===== src/rtl/ucsbece154a_rf_pkg.sv =====
// Shared types for the dual-write register file.
// State encoding and sticky error-bit positions.
package ucsbece154a_rf_pkg;

    typedef enum logic {
        ST_CLEAR,
        ST_READY
    } rf_state_e;

    localparam int ERR_ZERO  = 0;
    localparam int ERR_WRITE = 1;

endpackage


===== src/rtl/ucsbece154a_rf_clr_seq.sv =====
// Clear sequencer: sweeps every entry to zero after reset or clr_i,
// then holds ready until the next clear request.
module ucsbece154a_rf_clr_seq
    import ucsbece154a_rf_pkg::*;
#(
    parameter int DEPTH = 32,
    parameter int AW    = $clog2(DEPTH)
) (
    input  logic          clk,
    input  logic          rstn_i,
    input  logic          clr_i,
    output logic          clr_we,
    output logic [AW-1:0] clr_addr,
    output logic          ready
);

    localparam logic [AW-1:0] LAST = AW'(DEPTH - 1);

    rf_state_e     state_q, state_d;
    logic [AW-1:0] cnt_q, cnt_d;

    always_ff @(posedge clk or negedge rstn_i) begin
        if (!rstn_i) begin
            state_q <= ST_CLEAR;
            cnt_q   <= '0;
        end else begin
            state_q <= state_d;
            cnt_q   <= cnt_d;
        end
    end

    always_comb begin
        state_d = state_q;
        cnt_d   = cnt_q;
        clr_we  = 1'b0;
        ready   = 1'b0;
        unique case (state_q)
            ST_CLEAR: begin
                clr_we = 1'b1;
                cnt_d  = cnt_q + 1'b1;
                if (cnt_q == LAST) begin
                    state_d = ST_READY;
                    cnt_d   = '0;
                end
            end
            ST_READY: begin
                ready = 1'b1;
                if (clr_i) begin
                    state_d = ST_CLEAR;
                    cnt_d   = '0;
                end
            end
        endcase
    end

    assign clr_addr = cnt_q;

endmodule


===== src/rtl/ucsbece154a_rf_mp.sv =====
// Dual-write register file, port A priority, hardware clear, sticky errors.
// Define UCSBECE154A_RF_BYPASS_EN to forward same-cycle writes to reads.
module ucsbece154a_rf_mp
    import ucsbece154a_rf_pkg::*;
#(
    parameter int WIDTH    = 32,
    parameter int DEPTH    = 32,
    parameter int AW       = $clog2(DEPTH),
    parameter int ZERO_REG = 1
) (
    input  logic             clk,
    input  logic             rstn_i,
    input  logic [AW-1:0]    a1_i,
    input  logic [AW-1:0]    a2_i,
    output logic [WIDTH-1:0] rd1_o,
    output logic [WIDTH-1:0] rd2_o,
    input  logic             we3_i,
    input  logic [AW-1:0]    a3_i,
    input  logic [WIDTH-1:0] wd3_i,
    input  logic             we4_i,
    input  logic [AW-1:0]    a4_i,
    input  logic [WIDTH-1:0] wd4_i,
    input  logic             clr_i,
    output logic             ready_o,
    output logic [1:0]       err_o
);

    logic [WIDTH-1:0] mem_q [DEPTH];
    logic [1:0]       err_q, err_d;
    logic             clr_we;
    logic [AW-1:0]    clr_addr;
    logic             ready;
    logic             a_zero, b_zero, collide;
    logic             wa_en, wb_en;
    logic [AW-1:0]    ra [2];
    logic [WIDTH-1:0] rd [2];

    ucsbece154a_rf_clr_seq #(
        .DEPTH (DEPTH),
        .AW    (AW)
    ) u_seq (
        .clk      (clk),
        .rstn_i   (rstn_i),
        .clr_i    (clr_i),
        .clr_we   (clr_we),
        .clr_addr (clr_addr),
        .ready    (ready)
    );

    always_comb begin
        a_zero  = (ZERO_REG != 0) && (a3_i == '0);
        b_zero  = (ZERO_REG != 0) && (a4_i == '0);
        collide = ready && we3_i && we4_i && (a3_i == a4_i);
        wa_en   = ready && we3_i && !a_zero;
        wb_en   = ready && we4_i && !b_zero && !collide;
        err_d   = err_q;
        if (ready) begin
            if ((we3_i && a_zero) || (we4_i && b_zero))
                err_d[ERR_ZERO] = 1'b1;
            if (collide)
                err_d[ERR_WRITE] = 1'b1;
        end else if (we3_i || we4_i) begin
            err_d[ERR_WRITE] = 1'b1;
        end
    end

    always_ff @(posedge clk or negedge rstn_i) begin
        if (!rstn_i) err_q <= '0;
        else         err_q <= err_d;
    end

    // Port A written last so it wins on any overlap.
    always_ff @(posedge clk) begin
        if (clr_we) begin
            mem_q[clr_addr] <= '0;
        end else begin
            if (wb_en) mem_q[a4_i] <= wd4_i;
            if (wa_en) mem_q[a3_i] <= wd3_i;
        end
    end

    assign ra[0] = a1_i;
    assign ra[1] = a2_i;

    always_comb begin
        for (int p = 0; p < 2; p++) begin
            rd[p] = mem_q[ra[p]];
            if (!ready)
                rd[p] = '0;
            else if ((ZERO_REG != 0) && (ra[p] == '0))
                rd[p] = '0;
`ifdef UCSBECE154A_RF_BYPASS_EN
            else if (wa_en && (a3_i == ra[p]))
                rd[p] = wd3_i;
            else if (wb_en && (a4_i == ra[p]))
                rd[p] = wd4_i;
`else
            else
                rd[p] = mem_q[ra[p]];
`endif
        end
    end

    assign rd1_o   = rd[0];
    assign rd2_o   = rd[1];
    assign ready_o = ready;
    assign err_o   = err_q;

endmodule


===== config.mk =====
export PLATFORM = sky130hd
export DESIGN_NAME = ucsbece154a_rf_mp
export DESIGN_NICKNAME = d
export VERILOG_FILES = /design/src/rtl/ucsbece154a_rf_pkg.sv /design/src/rtl/ucsbece154a_rf_clr_seq.sv /design/src/rtl/ucsbece154a_rf_mp.sv
export SDC_FILE = /design/constraint.sdc
export NUM_CORES = 2
export LEC_CHECK = 0
export ABC_AREA = 1
export BUFFER_PORTS_ARGS = -buffer_cell sky130_fd_sc_hd__buf_2
export CAP_MARGIN = 0
export CORE_MARGIN = 5
export CORE_UTILIZATION = 30
export CTS_CLUSTER_DIAMETER = 150
export DETAILED_ROUTE_END_ITERATION = 16
export HOLD_SLACK_MARGIN = 0.02
export PLACE_DENSITY_LB_ADDON = 0.08
export SLEW_MARGIN = 5
export SYNTH_ARGS = -nofsm -noshare
export SYNTH_HDL_FRONTEND = slang
export SYNTH_SLANG_ARGS = --single-unit

===== constraint.sdc =====
create_clock -name clk -period 2.93 [get_ports clk]
set_input_delay 0.4395 -clock clk [delete_from_list [all_inputs] [get_ports clk]]
set_output_delay 0.4395 -clock clk [all_outputs]
set_load 0.005 [all_outputs]

==> flow_metrics.py <==
metrics = {
    "synth": {
        "synth-async-reset-ratio": 0.007752,
        "synthCells": 8237,
        "synth_top_cells_by_count": "2,153 x nand2_1, 2,025 x o21ai_0, 1,024 x edfxtp_1",
        "yosysMostFrequentCell": "nand2_1",
        "synthTopCellsByArea": "edfxtp_1 49%, o21ai_0 16%, nand2_1 13%",
        "yosysUniqueCellTypes": 27,
        "syn_avg_cell_area_um2": 7.626,
        "yosys.area.top_type": "edfxtp_1",
        "synth_top_area_frac": 0.4895,
        "syn_area_mm2": 0.06282,
        "synth_top_family_by_area": "simple AND/OR/NAND/NOR gates",
        "synthXorXnorAreaFrac": 0.0001394,
        "synthesis.nets": 8328,
        "yosysWarnings": 0,
        "ys_ff_latch": 1032,
        "ys_seq_area_frac": 0.4927,
        "synth-compound-area-share": 0.2027,
        "yosys.area_share.adder": 0.0003984,
        "synth_edf_count": 1024,
        "synth-main-ff-cell": "edfxtp_1",
        "synth_simple_gate_area_share": 0.2124,
        "synthMuxAreaShare": 0,
    },
    "cells_and_area": {
        "nets": 8242,
        "area_delta_synth_final_pct": 19.58,
        "nFillCells": 21550,
        "stdcell_area_mm2": 0.07511,
        "layout-drive-gt1-share": 0.1129,
    },
    "cts": {
        "ctsLongestPathBuffers": 3,
        "path_clk_slew_ns": 0.05,
        "clkLatencyLatePin_ns": 0.79,
        "cts_buffers": 138,
        "cts_max_level": 4,
        "clock-sinks": 1032,
        "cts_tree": "done",
        "cts-root-buf": "clkbuf_16",
    },
    "timing": {
        "tightest_slew_ns": 0.9555,
        "fin_crit_sh": 0.9719,
        "setup_tns_ns": 0,
        "fin_ws_ns": 0.08245,
        "min_period_ns": 2.848,
        "finalHoldViolCount": 0,
        "fmax_ghz": 0.3512,
        "slew_violations": 0,
        "rsz0062_at_grt": "false",
        "slew_headroom": 0.3623,
        "setup_viol": 0,
        "finalClockSkew_ns": 0.03078,
    },
    "worst_setup_path": {
        "crit_arrival_ns": 2.41,
        "r2r_setup_slack_ns": 0.13,
        "worst_setup_path_start_kind": "flip-flop",
        "critPathBufInv": 2,
        "r2r_end": "mem_q[28][27]$_DFFE_PP_",
        "required_ns": 2.49,
        "worstPathMaxFanout": 2,
        "reg2reg_depth": 10,
        "cp_top_family": "simple AND/OR/NAND/NOR gates",
        "critical_path.max_stage_delay_ns": 0.43,
        "path_common_cell": "nand3_1",
        "end_kind": "primary output",
        "slowest_stage": "edfxtp_1",
        "worstSetupPathType": "flip-flop to primary output",
        "worstPathCellList": "inv_1, a21oi_1, o21ai_0, nand3_1, nand3_1, nand3_1, and3_1, buf_2",
        "rr_startpoint": "u_seq.state_q$_DFF_PN0_",
    },
    "flow_run": {
        "drv_cap": 0,
    },
    "placement": {
        "place_congestion": 0.8606,
        "dp_hpwl_um": 186100,
        "port_buffers": 155,
        "dpl_worst_slack_ns": 0.02099,
        "placed_area_mm2": 0.07058,
    },
    "hold_path": {
        "worstHoldStart": "wd3_i[4]",
        "hold_path_class": "input pin to flip-flop",
        "holdPathEnd": "mem_q[10][4]$_DFFE_PP_",
        "whs_path_depth": 3,
    },
    "route": {
        "route.detailed.wl_per_inst_um": 26.73,
        "vias": 59670,
        "drt-total-wl_um": 295800,
        "drt_pass1_iterations": 6,
        "viasPerCell": 5.392,
        "ant_nets": 0,
        "first_iter_violations": 6751,
        "drc": 0,
    },
    "global_routing": {
        "grt-ovfl-total": 0,
        "grt_usage": 0.2635,
        "grt_max_degree": 81,
        "grt_pass1_wl_um": 416300,
        "grt_pass1_vias": 54970,
        "antenna_found_initial": 6,
    },
    "die": {
        "ios": 156,
        "die_h_um": 467.6,
        "start_util": 0.3006,
        "die_x_um": 467.6,
        "num_rows": 168,
        "core_mm2": 0.2089,
        "die_area_mm2": 0.2186,
    },
    "outcome": {
        "status": "finished clean",
    },
    "power": {
        "p_sw_frac": 0.3294,
        "pwr-share-seq": 0.396,
        "vdd_ir_drop_max_mv": 0.6685,
        "p_switching_mw": 16.07,
        "p_int_mw": 32.71,
        "pwr-share-comb": 0.256,
        "p_leak_nw": 28.52,
        "p_total_mw": 48.78,
        "pwr-share-clk": 0.349,
        "powerDensity_mw_per_mm2": 649.4,
    },
}
## tightest hold or removal path, delay by kind of cell
family | cells | cell delay [ns]
AO/OA/AOI/OAI | 1 | 0.19
buffers and inverters | 2 | 0.17
## cell usage in the layout, fill, tap and decap left out, types with 2 or more instances in the layout
master and count:
inv_2 7, nor4_2 6, nand3_1 907, clkbuf_16 146, edfxtp_1 1024, clkinv_1 30
and3_2 6, ha_1 2, diode_2 5, nand2_4 54, o21ai_0 2025, inv_6 3
nor2_2 34, inv_8 2, dlygate4sd3_1 8, nor2_1 23, inv_4 2, clkinvlp_4 2
buf_2 147, clkinv_8 3, and3_1 57, a21oi_1 513, bufinv_16 11, inv_1 593
nand4_1 2, clkbuf_1 34, nand2_2 10, nand2_1 2091, dfrtp_1 8, clkinv_2 16
clkbuf_8 2, buf_8 4, o31ai_1 2, buf_4 245, buf_12 227
## cell families (layout without fill, tap and decap cells)
logic type / after synthesis / count (layout)
and+or+nand+nor: 3196 / 3196
AOI/OAI and AO/OA: 2542 / 2542
buffers and inverters: 1464 / 1483
DFF: 1032 / 1032
adders and majority gates: 2 / 2
xor gates and xnor gates: 1 / 1
other: 0 / 5
## sequential cells by signal, summed over array words and instances (netlist names)
signal	cells
u_seq.state_q	1
mem_q	1024
u_seq.clr_addr	5
err_o	2
## layout make-up
cell class              count  area (um^2)  share of cell area
multi-input cells        5741        26660              0.3550
clock buffers             180         3781             0.05034
repair buffers            634         7298             0.09716
diodes                      5        12.51           0.0001666
inverters                 604         2287             0.03045
clock inverters            65        613.1            0.008162
well taps                2805         3510             0.04672
flip-flops and latches   1032        30950              0.4120
## stage by stage
stage | utilization | cells | hold WS, ns
detailed placement | 0.3378 | 10810 | 0.2995
finish | 0.3595 | 11070 | 0.1190
CTS | 0.3594 | 11060 | 0.07149
global placement | 0.3378 | 10810 | 0.2988
global route | 0.3594 | 11060 | 0.1479
floorplan | - | 8237 | 0.1439
## worst max-delay path by stage
stage / startpoint / to / slack [ns] / depth (start not counted)
final: mem_q[29][9]$_DFFE_PP_ / rd1_o[9] / 0.08 / 8
after floorplan: u_seq.state_q$_DFF_PN0_ / mem_q[0][0]$_DFFE_PP_ / 0.18 / 11
after CTS: u_seq.state_q$_DFF_PN0_ / rd2_o[4] / 0.003 / 6
after global routing: mem_q[13][3]$_DFFE_PP_ / rd1_o[3] / 0.008 / 8
after global placement: a3_i[2] / mem_q[28][27]$_DFFE_PP_ / -0.12 / 13
after detailed placement: a4_i[0] / mem_q[28][11]$_DFFE_PP_ / 0.02 / 13
## timing repair
action / CTS / global route
setup endpoints to repair: 6 / 5
setup buffers: 2 / 0
pin swaps: 0 / 0
gates resized for setup: 5 / 4
hold endpoints to repair: 16 / 0
hold buffers: 8 / 0
## power groups by stage
stage	clock network (mW)	logic [mW]	registers (mW)
finish	17.0	12.5	19.3
global route	17.9	13.5	19.5
CTS	17.3	12.5	19.3
detailed placement	0	12.4	19.6
global placement	0	12.3	19.6
floorplan	0	5.76	19.4
## routing by layer
metal	routed length, um	up-vias	GRT usage	part of all wire
met3	21850	409	0.03853	0.074
met4	9658	0	0.08244	0.033
met5	0	-	0	0
met2	133000	2596	0.4177	0.45
met1	131300	28780	0.3712	0.44
li1	-	27890	-	-
Note: power is estimated with default switching activity, not from simulation.
